==> src/rtl/pwm_capture_pkg.sv <==
// pwm_capture shared definitions: register map, bit positions, FSM states.
// Imported by the PWM measurement slave and its bus interface users.
package pwm_capture_pkg;

    localparam logic [1:0] ADDR_CTRL   = 2'd0;
    localparam logic [1:0] ADDR_STATUS = 2'd1;
    localparam logic [1:0] ADDR_PERIOD = 2'd2;
    localparam logic [1:0] ADDR_HIGH   = 2'd3;

    localparam int CTRL_EN_BIT  = 0;
    localparam int CTRL_CLR_BIT = 1;
    localparam int CTRL_IRQ_BIT = 2;

    localparam int STAT_VALID_BIT = 0;
    localparam int STAT_OVF_BIT   = 1;
    localparam int STAT_LEVEL_BIT = 2;

    typedef enum logic [1:0] {
        IDLE      = 2'd0,
        WAIT_RISE = 2'd1,
        HIGH_PH   = 2'd2,
        LOW_PH    = 2'd3
    } capState_t;

endpackage

==> src/rtl/pwm_capture_if.sv <==
// Chipselect/read/write register bus shared with the PWM generator wrapper.
// master drives strobes, address and write data; slave returns read data.
interface pwm_capture_if;

    logic        iChipselect_n;
    logic        iWrite_n;
    logic        iRead_n;
    logic [1:0]  iAddress;
    logic [31:0] iData;
    logic [31:0] oData;

    modport master (
        output iChipselect_n,
        output iWrite_n,
        output iRead_n,
        output iAddress,
        output iData,
        input  oData
    );

    modport slave (
        input  iChipselect_n,
        input  iWrite_n,
        input  iRead_n,
        input  iAddress,
        input  iData,
        output oData
    );

endinterface

==> src/rtl/pwm_sync_edge.sv <==
// Multi-flop synchronizer for an asynchronous line plus rise/fall pulses.
// Pulses are one cycle wide and derived from the synchronized level.
module pwm_sync_edge #(
    parameter int STAGES = 2
) (
    input  logic iClk,
    input  logic iReset_n,
    input  logic iAsync,
    output logic oLevel,
    output logic oRise,
    output logic oFall
);

    logic [STAGES-1:0] syncQ;
    logic              prevQ;

    always_ff @(posedge iClk) begin
        if (!iReset_n) begin
            syncQ <= '0;
            prevQ <= 1'b0;
        end else begin
            syncQ <= {syncQ[STAGES-2:0], iAsync};
            prevQ <= syncQ[STAGES-1];
        end
    end

    assign oLevel = syncQ[STAGES-1];
    assign oRise  = syncQ[STAGES-1] & ~prevQ;
    assign oFall  = ~syncQ[STAGES-1] & prevQ;

endmodule

==> src/rtl/pwm_capture.sv <==
// Memory-mapped PWM period/high-time measurement slave.
// Define PWM_CAPTURE_IRQ_EN to add CTRL.irq_en and the oIrq output.
module pwm_capture
    import pwm_capture_pkg::*;
#(
    parameter int CNT_W       = 32,
    parameter int SYNC_STAGES = 2
) (
    input  logic iClk,
    input  logic iReset_n,
    pwm_capture_if.slave bus,
    input  logic iPwm
`ifdef PWM_CAPTURE_IRQ_EN
    ,
    output logic oIrq
`endif
);

    localparam logic [CNT_W-1:0] CNT_MAX = '1;
    localparam logic [CNT_W-1:0] CNT_ONE = CNT_W'(1);

    logic pwmLevel;
    logic pwmRise;
    logic pwmFall;

    capState_t state;
    capState_t stateNext;

    logic [CNT_W-1:0] cnt;
    logic [CNT_W-1:0] cntNext;
    logic [CNT_W-1:0] hcnt;
    logic [CNT_W-1:0] hcntNext;
    logic [CNT_W-1:0] period;
    logic [CNT_W-1:0] high;

    logic ctrlEn;
    logic statValid;
    logic statOvf;

    logic wrEn;
    logic rdEn;
    logic ctrlWr;
    logic enNext;
    logic clearReq;
    logic w1cValid;
    logic w1cOvf;
    logic capture;
    logic ovfSet;

    logic [31:0] rdData;
    logic        ctrlIrqEn;
    logic        unusedData;

    pwm_sync_edge #(
        .STAGES (SYNC_STAGES)
    ) uSync (
        .iClk     (iClk),
        .iReset_n (iReset_n),
        .iAsync   (iPwm),
        .oLevel   (pwmLevel),
        .oRise    (pwmRise),
        .oFall    (pwmFall)
    );

    assign wrEn = !bus.iChipselect_n && !bus.iWrite_n;
    assign rdEn = !bus.iChipselect_n && !bus.iRead_n
                  && bus.iWrite_n;

    assign ctrlWr   = wrEn && (bus.iAddress == ADDR_CTRL);
    assign enNext   = ctrlWr ? bus.iData[CTRL_EN_BIT] : ctrlEn;
    assign clearReq = ctrlWr && bus.iData[CTRL_CLR_BIT];
    assign w1cValid = wrEn && (bus.iAddress == ADDR_STATUS)
                      && bus.iData[STAT_VALID_BIT];
    assign w1cOvf   = wrEn && (bus.iAddress == ADDR_STATUS)
                      && bus.iData[STAT_OVF_BIT];

    assign unusedData = &{1'b0, bus.iData};

    // Saturation is checked before edges so cnt never wraps into a result
    always_comb begin
        stateNext = state;
        cntNext   = cnt;
        hcntNext  = hcnt;
        capture   = 1'b0;
        ovfSet    = 1'b0;
        unique case (state)
            IDLE: begin
                cntNext  = '0;
                hcntNext = '0;
                if (ctrlEn) begin
                    stateNext = WAIT_RISE;
                end
            end
            WAIT_RISE: begin
                if (pwmRise) begin
                    cntNext   = CNT_ONE;
                    stateNext = HIGH_PH;
                end
            end
            HIGH_PH: begin
                if (cnt == CNT_MAX) begin
                    ovfSet    = 1'b1;
                    cntNext   = '0;
                    stateNext = WAIT_RISE;
                end else begin
                    cntNext = cnt + 1'b1;
                    if (pwmFall) begin
                        hcntNext  = cnt;
                        stateNext = LOW_PH;
                    end
                end
            end
            LOW_PH: begin
                if (cnt == CNT_MAX) begin
                    ovfSet    = 1'b1;
                    cntNext   = '0;
                    stateNext = WAIT_RISE;
                end else if (pwmRise) begin
                    capture   = 1'b1;
                    cntNext   = CNT_ONE;
                    stateNext = HIGH_PH;
                end else begin
                    cntNext = cnt + 1'b1;
                end
            end
            default: begin
                stateNext = IDLE;
            end
        endcase
        if (!ctrlEn) begin
            stateNext = IDLE;
            cntNext   = '0;
            hcntNext  = '0;
            capture   = 1'b0;
            ovfSet    = 1'b0;
        end
        // Clear overrides everything, including a capture this cycle
        if (clearReq) begin
            stateNext = enNext ? WAIT_RISE : IDLE;
            cntNext   = '0;
            hcntNext  = '0;
            capture   = 1'b0;
            ovfSet    = 1'b0;
        end
    end

    always_ff @(posedge iClk) begin
        if (!iReset_n) begin
            state     <= IDLE;
            cnt       <= '0;
            hcnt      <= '0;
            period    <= '0;
            high      <= '0;
            ctrlEn    <= 1'b0;
            statValid <= 1'b0;
            statOvf   <= 1'b0;
            bus.oData <= '0;
        end else begin
            state <= stateNext;
            cnt   <= cntNext;
            hcnt  <= hcntNext;
            if (ctrlWr) begin
                ctrlEn <= bus.iData[CTRL_EN_BIT];
            end
            if (clearReq) begin
                period <= '0;
                high   <= '0;
            end else if (capture) begin
                period <= cnt;
                high   <= hcnt;
            end
            statValid <= !clearReq
                         && (capture || (statValid && !w1cValid));
            statOvf   <= !clearReq
                         && (ovfSet || (statOvf && !w1cOvf));
            if (rdEn) begin
                bus.oData <= rdData;
            end
        end
    end

`ifdef PWM_CAPTURE_IRQ_EN
    always_ff @(posedge iClk) begin
        if (!iReset_n) begin
            ctrlIrqEn <= 1'b0;
            oIrq      <= 1'b0;
        end else begin
            if (ctrlWr) begin
                ctrlIrqEn <= bus.iData[CTRL_IRQ_BIT];
            end
            oIrq <= ctrlIrqEn && (statValid || statOvf);
        end
    end
`else
    assign ctrlIrqEn = 1'b0;
`endif

    always_comb begin
        rdData = '0;
        unique case (bus.iAddress)
            ADDR_CTRL: begin
                rdData[CTRL_EN_BIT]  = ctrlEn;
                rdData[CTRL_IRQ_BIT] = ctrlIrqEn;
            end
            ADDR_STATUS: begin
                rdData[STAT_VALID_BIT] = statValid;
                rdData[STAT_OVF_BIT]   = statOvf;
                rdData[STAT_LEVEL_BIT] = pwmLevel;
            end
            ADDR_PERIOD: rdData = 32'(period);
            ADDR_HIGH:   rdData = 32'(high);
            default:     rdData = '0;
        endcase
    end

endmodule

==> src/flat_wrapper.sv <==
// flat-port wrapper written by rule: the top's interface ports become plain ports
module pwm_capture_flat import pwm_capture_pkg::*;
#(
    parameter int CNT_W       = 32,
    parameter int SYNC_STAGES = 2
)
  (iClk, iReset_n, iPwm, bus_iChipselect_n, bus_iWrite_n, bus_iRead_n, bus_iAddress, bus_iData, bus_oData);
  pwm_capture_if bus_i ();
  input  logic iClk;
  input  logic iReset_n;
  input  logic iPwm;
  input wire logic [$bits(bus_i.iChipselect_n)-1:0] bus_iChipselect_n;
  input wire logic [$bits(bus_i.iWrite_n)-1:0] bus_iWrite_n;
  input wire logic [$bits(bus_i.iRead_n)-1:0] bus_iRead_n;
  input wire logic [$bits(bus_i.iAddress)-1:0] bus_iAddress;
  input wire logic [$bits(bus_i.iData)-1:0] bus_iData;
  output wire logic [$bits(bus_i.oData)-1:0] bus_oData;
  assign bus_i.iChipselect_n = bus_iChipselect_n;
  assign bus_i.iWrite_n = bus_iWrite_n;
  assign bus_i.iRead_n = bus_iRead_n;
  assign bus_i.iAddress = bus_iAddress;
  assign bus_i.iData = bus_iData;
  assign bus_oData = bus_i.oData;
  pwm_capture #(.CNT_W(CNT_W), .SYNC_STAGES(SYNC_STAGES)) u_core (.iClk(iClk), .iReset_n(iReset_n), .bus(bus_i), .iPwm(iPwm));
endmodule
==> config.mk <==
export PLATFORM = sky130hd
export DESIGN_NAME = pwm_capture_flat
export DESIGN_NICKNAME = d
export VERILOG_FILES = /design/src/rtl/pwm_capture_pkg.sv /design/src/rtl/pwm_capture_if.sv /design/src/rtl/pwm_sync_edge.sv /design/src/rtl/pwm_capture.sv /design/src/flat_wrapper.sv
export SDC_FILE = /design/constraint.sdc
export NUM_CORES = 1
export LEC_CHECK = 0
export ABC_AREA = 1
export CORE_MARGIN = 4
export CORE_UTILIZATION = 45
export DETAILED_ROUTE_END_ITERATION = 12
export MAX_ROUTING_LAYER = met4
export PLACE_DENSITY = 0.66
export SKIP_CTS_REPAIR_TIMING = 1
export SYNTH_ARGS = -nofsm -noshare
export SYNTH_HDL_FRONTEND = slang
export SYNTH_SLANG_ARGS = --single-unit
==> constraint.sdc <==
create_clock -name iClk -period 2.5 [get_ports iClk]
set_input_delay 0.625 -clock iClk [delete_from_list [all_inputs] [get_ports iClk]]
set_output_delay 0.625 -clock iClk [all_outputs]
set_load 0.02 [all_outputs]
==> results of run 1 <==
worst max-delay path, cell delays in order, from the launching register on:
cell      delay, ns
dfxtp_1        0.42
ha_1           0.22
inv_1          0.07
nor2_2         0.13
nand2_2        0.10
nor2_4         0.17
nand2_4        0.12
nand2_2        0.15
clkinv_1       0.27
o211ai_1       0.22
a21oi_1        0.10
cell families after synthesis:
kind of cell | after synthesis
compound gates | 286
fa+ha+maj | 1
xor+xnor | 9
simple gates | 325
buf+inv | 169
flops | 168
area by class of cell:
type,instances,area [sq um]
Fill cell,1476,6850
Sequential cell,168,3360
Multi-Input combinational cell,621,2950
Timing Repair Buffer,86,848
Clock buffer,20,457
Inverter,117,439
Tap cell,211,264
Clock inverter,12,91.3
where the power goes:
group	switching [mW]	internal, mW
registers	0.0136	2.70
logic	0.163	0.111
clock network	1.09	1.33
total	1.27	4.14
sequential cells by signal (all words and copies together) (netlist names):
register / cells
u_core.ctrlEn: 1
u_core.uSync.prevQ: 1
u_core.hcnt: 32
u_core.statValid: 1
u_core.state: 2
u_core.cnt: 32
u_core.bus.oData: 32
u_core.statOvf: 1
u_core.uSync.syncQ: 2
u_core.period: 32
u_core.high: 32
per-layer routing:
metal / up-vias / global-route usage (%) / share of wire, % / routed length (microns)
li1: 3220 / - / - / -
met1: 2824 / 27.8 / 50 / 8460
met2: 111 / 30.3 / 44 / 7540
met3: 22 / 4.61 / 4.3 / 721
met4: 0 / 5.49 / 1.4 / 240
met5: - / - / 0 / 0
final timing paths:
path / slack [ns] / end / cells past startpoint / startpoint
setup / recovery: 0.42 / u_core.cnt[5]$_SDFFE_PP0P_ / 10 / u_core.cnt[1]$_SDFFE_PP0P_
hold / removal: 0.41 / u_core.uSync.syncQ[1]$_SDFF_PN0_ / 2 / u_core.uSync.syncQ[0]$_SDFF_PN0_
setup reg to reg: 0.42 / u_core.cnt[5]$_SDFFE_PP0P_ / 10 / u_core.cnt[1]$_SDFFE_PP0P_
hold reg to reg: 0.41 / u_core.uSync.syncQ[1]$_SDFF_PN0_ / 2 / u_core.uSync.syncQ[0]$_SDFF_PN0_
layout by cell type (no fill, tap or decap), types with 4 or more instances in the layout:
master,Yosys,final
nor2_2,8,9
nand3_1,29,29
nand4_1,8,8
clkbuf_16,0,17
inv_1,113,113
nor3b_1,4,4
o21ai_1,28,28
buf_12,0,8
nand2_2,6,6
clkinvlp_4,0,5
clkdlybuf4s50_1,0,41
dfxtp_1,168,168
nor2_1,54,53
nand2_1,193,193
buf_4,0,37
xor2_1,7,7
o21ai_0,74,74
nor3_1,15,15
a21oi_1,175,175
per-stage QoR:
step / utilization (%) / hold WS [ns]
final: 55.1 / 0.415
after detailed placement: 51.5 / 0.400
after CTS: 55.1 / 0.416
after global placement: 51.5 / 0.399
after global routing: 55.1 / 0.446
after floorplan: - / 0.390
==> summary.txt, run 1 <==
outcome - completed
PwrDens - 644 nW/um^2
Startpoint Class - flop
max-cap violation count - 0
top cells by count, synth - nand2_1, a21oi_1, dfxtp_1
RSZ-0062 raised after global routing - false
post-detail-place hpwl - 11.8 mm
die width - 133 microns
Arrival @ worst endpoint - 2.39 ns
ANT nets after route - 0
total leakage power - 2.91 nW
synth top area cells - dfxtp_1, a21oi_1, nand2_1
I/O pin count - 72
FF+latch count, synth - 168
initial antenna violation count - 0
pin count of the biggest net entering global routing - 44
crit-path max FO - 10
Peak VDD IR - 518 uV
global-route wire length before repair - 28.6 mm
Setup CP Type - flop to flop
post-synthesis compound-gate area fraction - 20.7%
Starting Density - 46.2%
clock sinks - 168
final wirelength - 17.0 mm
H-tree depth - 4
HP Class - flop to flop
worst clock skew - 0.00859 ns
fmax - 481 MHz
Setup Viol. Count Final - 0
Yosys top cell area share - 47.7%
Rel. slew slack - 74.6%
Syn Nets - 999
Clock Path Buffers - 2
Pins Over Slew Limit - 0
Synth async-reset ratio - 0%
Vias - 6177
initial drt markers - 513
# rows - 45
Power Total - 5.41 mW
layout cells sized above 1 - 9.67%
Die ar. - 17700 sq um
Synth Area in Adders - 0.178%
area added between synthesis and finish - 19.4%
Worst-Margin Slew - 0.379 ns
Tcrit/Tclk final - 83.2%
core area - 15300 sq um
Root Buffer - clkbuf_16
Skew-Pair Late Insertion Delay - 0.42 ns
GP Congestion - 0.918
Die H - 133 microns
Ant. Diodes - 0
clock buffer count from CTS - 17
drt drc - 0
Yosys warnings - 0
syn_area_per_cell - 7.35 sq um
gr usage total - 20.3%
CTS tree - yes
endpoint type of the worst setup path - flop
non-filler cells, final - 1235
Crit path required time - 2.81 ns
Via density - 5.00
Final min period - 2.08 ns
Syn Std Cell Area - 7040 sq um
main combinational cell family by area after synthesis - compound AO/OA/AOI/OAI gates
Cells after DPL - 1203
setup TNS - 0 ns
Synth Area in Simple Gates - 19.6%
placed cell areas - 7860 sq um
xor/xnor share of the synthesized area - 1.12%
sequential area share after synthesis - 47.7%
clk slew on worst S/H paths - 0.06 ns
Buffers on Ports - 41
Place WS - 0.0383 ns
post-synthesis mux area share - 0%
most common cell in the netlist - nand2_1
Finished Cell Area - 8410 sq um
fin nets - 1052
Final Hold Viols - 0
Pre-antenna DRT Iters - 5
largest area contributor in the netlist - dfxtp_1
Primary FF master, synth - dfxtp_1
Cells after Synth - 958
WL/cell - 13.7 microns
Post-synth EDFFs - 0
GR Overflow Total - 0
Netlist cell types - 34
vias in the first global route - 5656
post-layout worst setup margin - 0.420 ns
No activity file was read; power rests on OpenSTA's default activity.
==> run 2: changes to the inputs <==
Clock period 2.5 ns to 2.12 ns, I/O delays scaled along.
==> run 2 against run 1 <==
Global-route usage grew 0.61 points. Utilization is 2.6 points higher. Clock-buffer cell count decreased by 2. Non-clock buffer count is 42 higher. Worst setup slack got worse by 0.25 ns. Design area increased by 4.7%. Die area unchanged. First-iteration DRC count is 1.2% lower.
==> summary.txt, run 2 (same netlist as run 1, synthesis figures left out) <==
outcome - completed
H-tree depth - 4 (unchanged)
die width - 133 microns (unchanged)
Startpoint Class - flop
Root Buffer - clkbuf_16
GP Congestion - 0.939 (+2.3%)
Starting Density - 46.2% (unchanged)
Final min period - 1.95 ns
Clock Path Buffers - 2 (unchanged)
Buffers on Ports - 41 (unchanged)
CTS tree - yes
RSZ-0062 raised after global routing - false
initial drt markers - 507 (-1.2%)
FF/Latch Area - 3360 sq um (unchanged)
Crit path max-delay family - buffers and inverters
area added between synthesis and finish - 24.9%
PwrDens - 753 nW/um^2 (+17%)
Die ar. - 17700 sq um (unchanged)
Arrival @ worst endpoint - 1.42 ns (-0.97 ns)
HP Class - flop to flop
drt drc - 0 (unchanged)
crit-path max FO - 2 (-8)
Setup Viol. Count Final - 0 (unchanged)
Rel. slew slack - 73.5% (-1.1 points)
post-layout worst setup margin - 0.166 ns (-0.253 ns)
Crit path required time - 1.59 ns (-1.22 ns)
Via density - 4.97 (-0.55%)
Crit path largest cell delay - 0.62 ns (+0.20 ns)
Setup CP Type - flop to output port
GR Overflow Total - 0 (unchanged)
total leakage power - 3.16 nW (+8.6%)
fmax - 512 MHz
gr usage total - 20.9% (+0.61 points)
core area - 15300 sq um (unchanged)
I/O pin count - 72 (unchanged)
Fillers - 1446 (-2.0%)
Buffers & Inverters on Critical Path - 1 (-1)
critical path, cell by cell - clkdlybuf4s50_1
Skew-Pair Late Insertion Delay - 0.43 ns (about the same)
# rows - 45 (unchanged)
Slowest-stage cell, CP - clkdlybuf4s50_1
Die H - 133 microns (unchanged)
leading cell type in the layout, fill and taps excluded - nand2_1
clock buffer count from CTS - 17 (unchanged)
initial antenna violation count - 0 (unchanged)
pin count of the biggest net entering global routing - 43 (-2.3%)
post-detail-place hpwl - 12.3 mm (+4.3%)
WL/cell - 13.7 microns (-0.14%)
clk slew on worst S/H paths - 0.07 ns (about the same)
final wirelength - 17.5 mm (+3.3%)
Tcrit/Tclk final - 92.2%
ANT nets after route - 0 (unchanged)
multi-input logic area - 2950 sq um (unchanged)
Min Hold Slack - 0.442 ns (+0.0268 ns)
Final Hold Viols - 0 (unchanged)
most frequent cells in the layout - nand2_1, a21oi_1, dfxtp_1
Peak VDD IR - 576 uV (+11%)
worst clock skew - 0.00668 ns (-0.00191 ns)
fin nets - 1094 (+4.0%)
Power Total - 6.63 mW (+22%)
Worst-Margin Slew - 0.395 ns (+0.0159 ns)
clock sinks - 168 (unchanged)
Place WS - -0.216 ns (-0.254 ns)
Ant. Diodes - 0 (unchanged)
global-route wire length before repair - 29.3 mm (+2.7%)
Pre-antenna DRT Iters - 5 (unchanged)
vias in the first global route - 5847 (+3.4%)
Pins Over Slew Limit - 0 (unchanged)
layout cells sized above 1 - 13.3% (+3.7 points)
max-cap violation count - 0 (unchanged)
endpoint type of the worst setup path - output port
Vias - 6352 (+2.8%)
## run 2: cell count changes in the layout (fill, tap and decap cells not counted)
cell,before,now
buf_4,37,76
buf_12,8,11
bufinv_16,0,2
clkinv_2,2,4
clkinvlp_4,5,3
clkbuf_1,1,0
clkbuf_8,2,1
inv_6,3,2
inv_8,0,1
## run 2: per-layer routing
layer	GRT usage [%]	share of wire [%]
met1	28.3	50
met2	32.4	46
met3	3.66	3.4
met4	5.77	1.3
met5	-	0
## run 2: power by group
group	switching [mW]	total, mW	internal, mW	leakage, nW
registers	0.0164	3.20	3.19	1.36
logic	0.196	0.346	0.150	1.52
clock network	1.30	3.08	1.77	0.284
## run 2: cell type report
class	instances	area share [%]
Clock inverter	14	1.69
Inverter	117	4.99
Multi-Input combinational cell	621	33.5
Timing Repair Buffer	128	13.6
Tap cell	211	3.00
Sequential cell	168	38.2
Clock buffer	18	4.99
## run 2: path summary, 6_finish.rpt
check / start / end / slack [ns] / cells past startpoint
hold / removal: u_core.high[11]$_SDFFE_PP0P_ / u_core.high[11]$_SDFFE_PP0P_ / 0.44 / 2
setup reg to reg: u_core.cnt[0]$_SDFFE_PP0P_ / u_core.cnt[7]$_SDFFE_PP0P_ / 0.19 / 11
setup / recovery: u_core.bus.oData[26]$_SDFFE_PN0P_ / bus_oData[26] / 0.17 / 1
hold reg to reg: u_core.high[11]$_SDFFE_PP0P_ / u_core.high[11]$_SDFFE_PP0P_ / 0.44 / 2
## run 2: per-stage QoR
stage               TNS [ns]  area [sq um]  util [%]  cells
CTS                        0          8800      57.7   1277
finish                     0          8800      57.7   1277
detailed placement    -13.32          8210      53.8   1245
floorplan                  0          7040         -    958
global placement      -11.05          8210      53.8   1245
global route               0          8800      57.7   1277
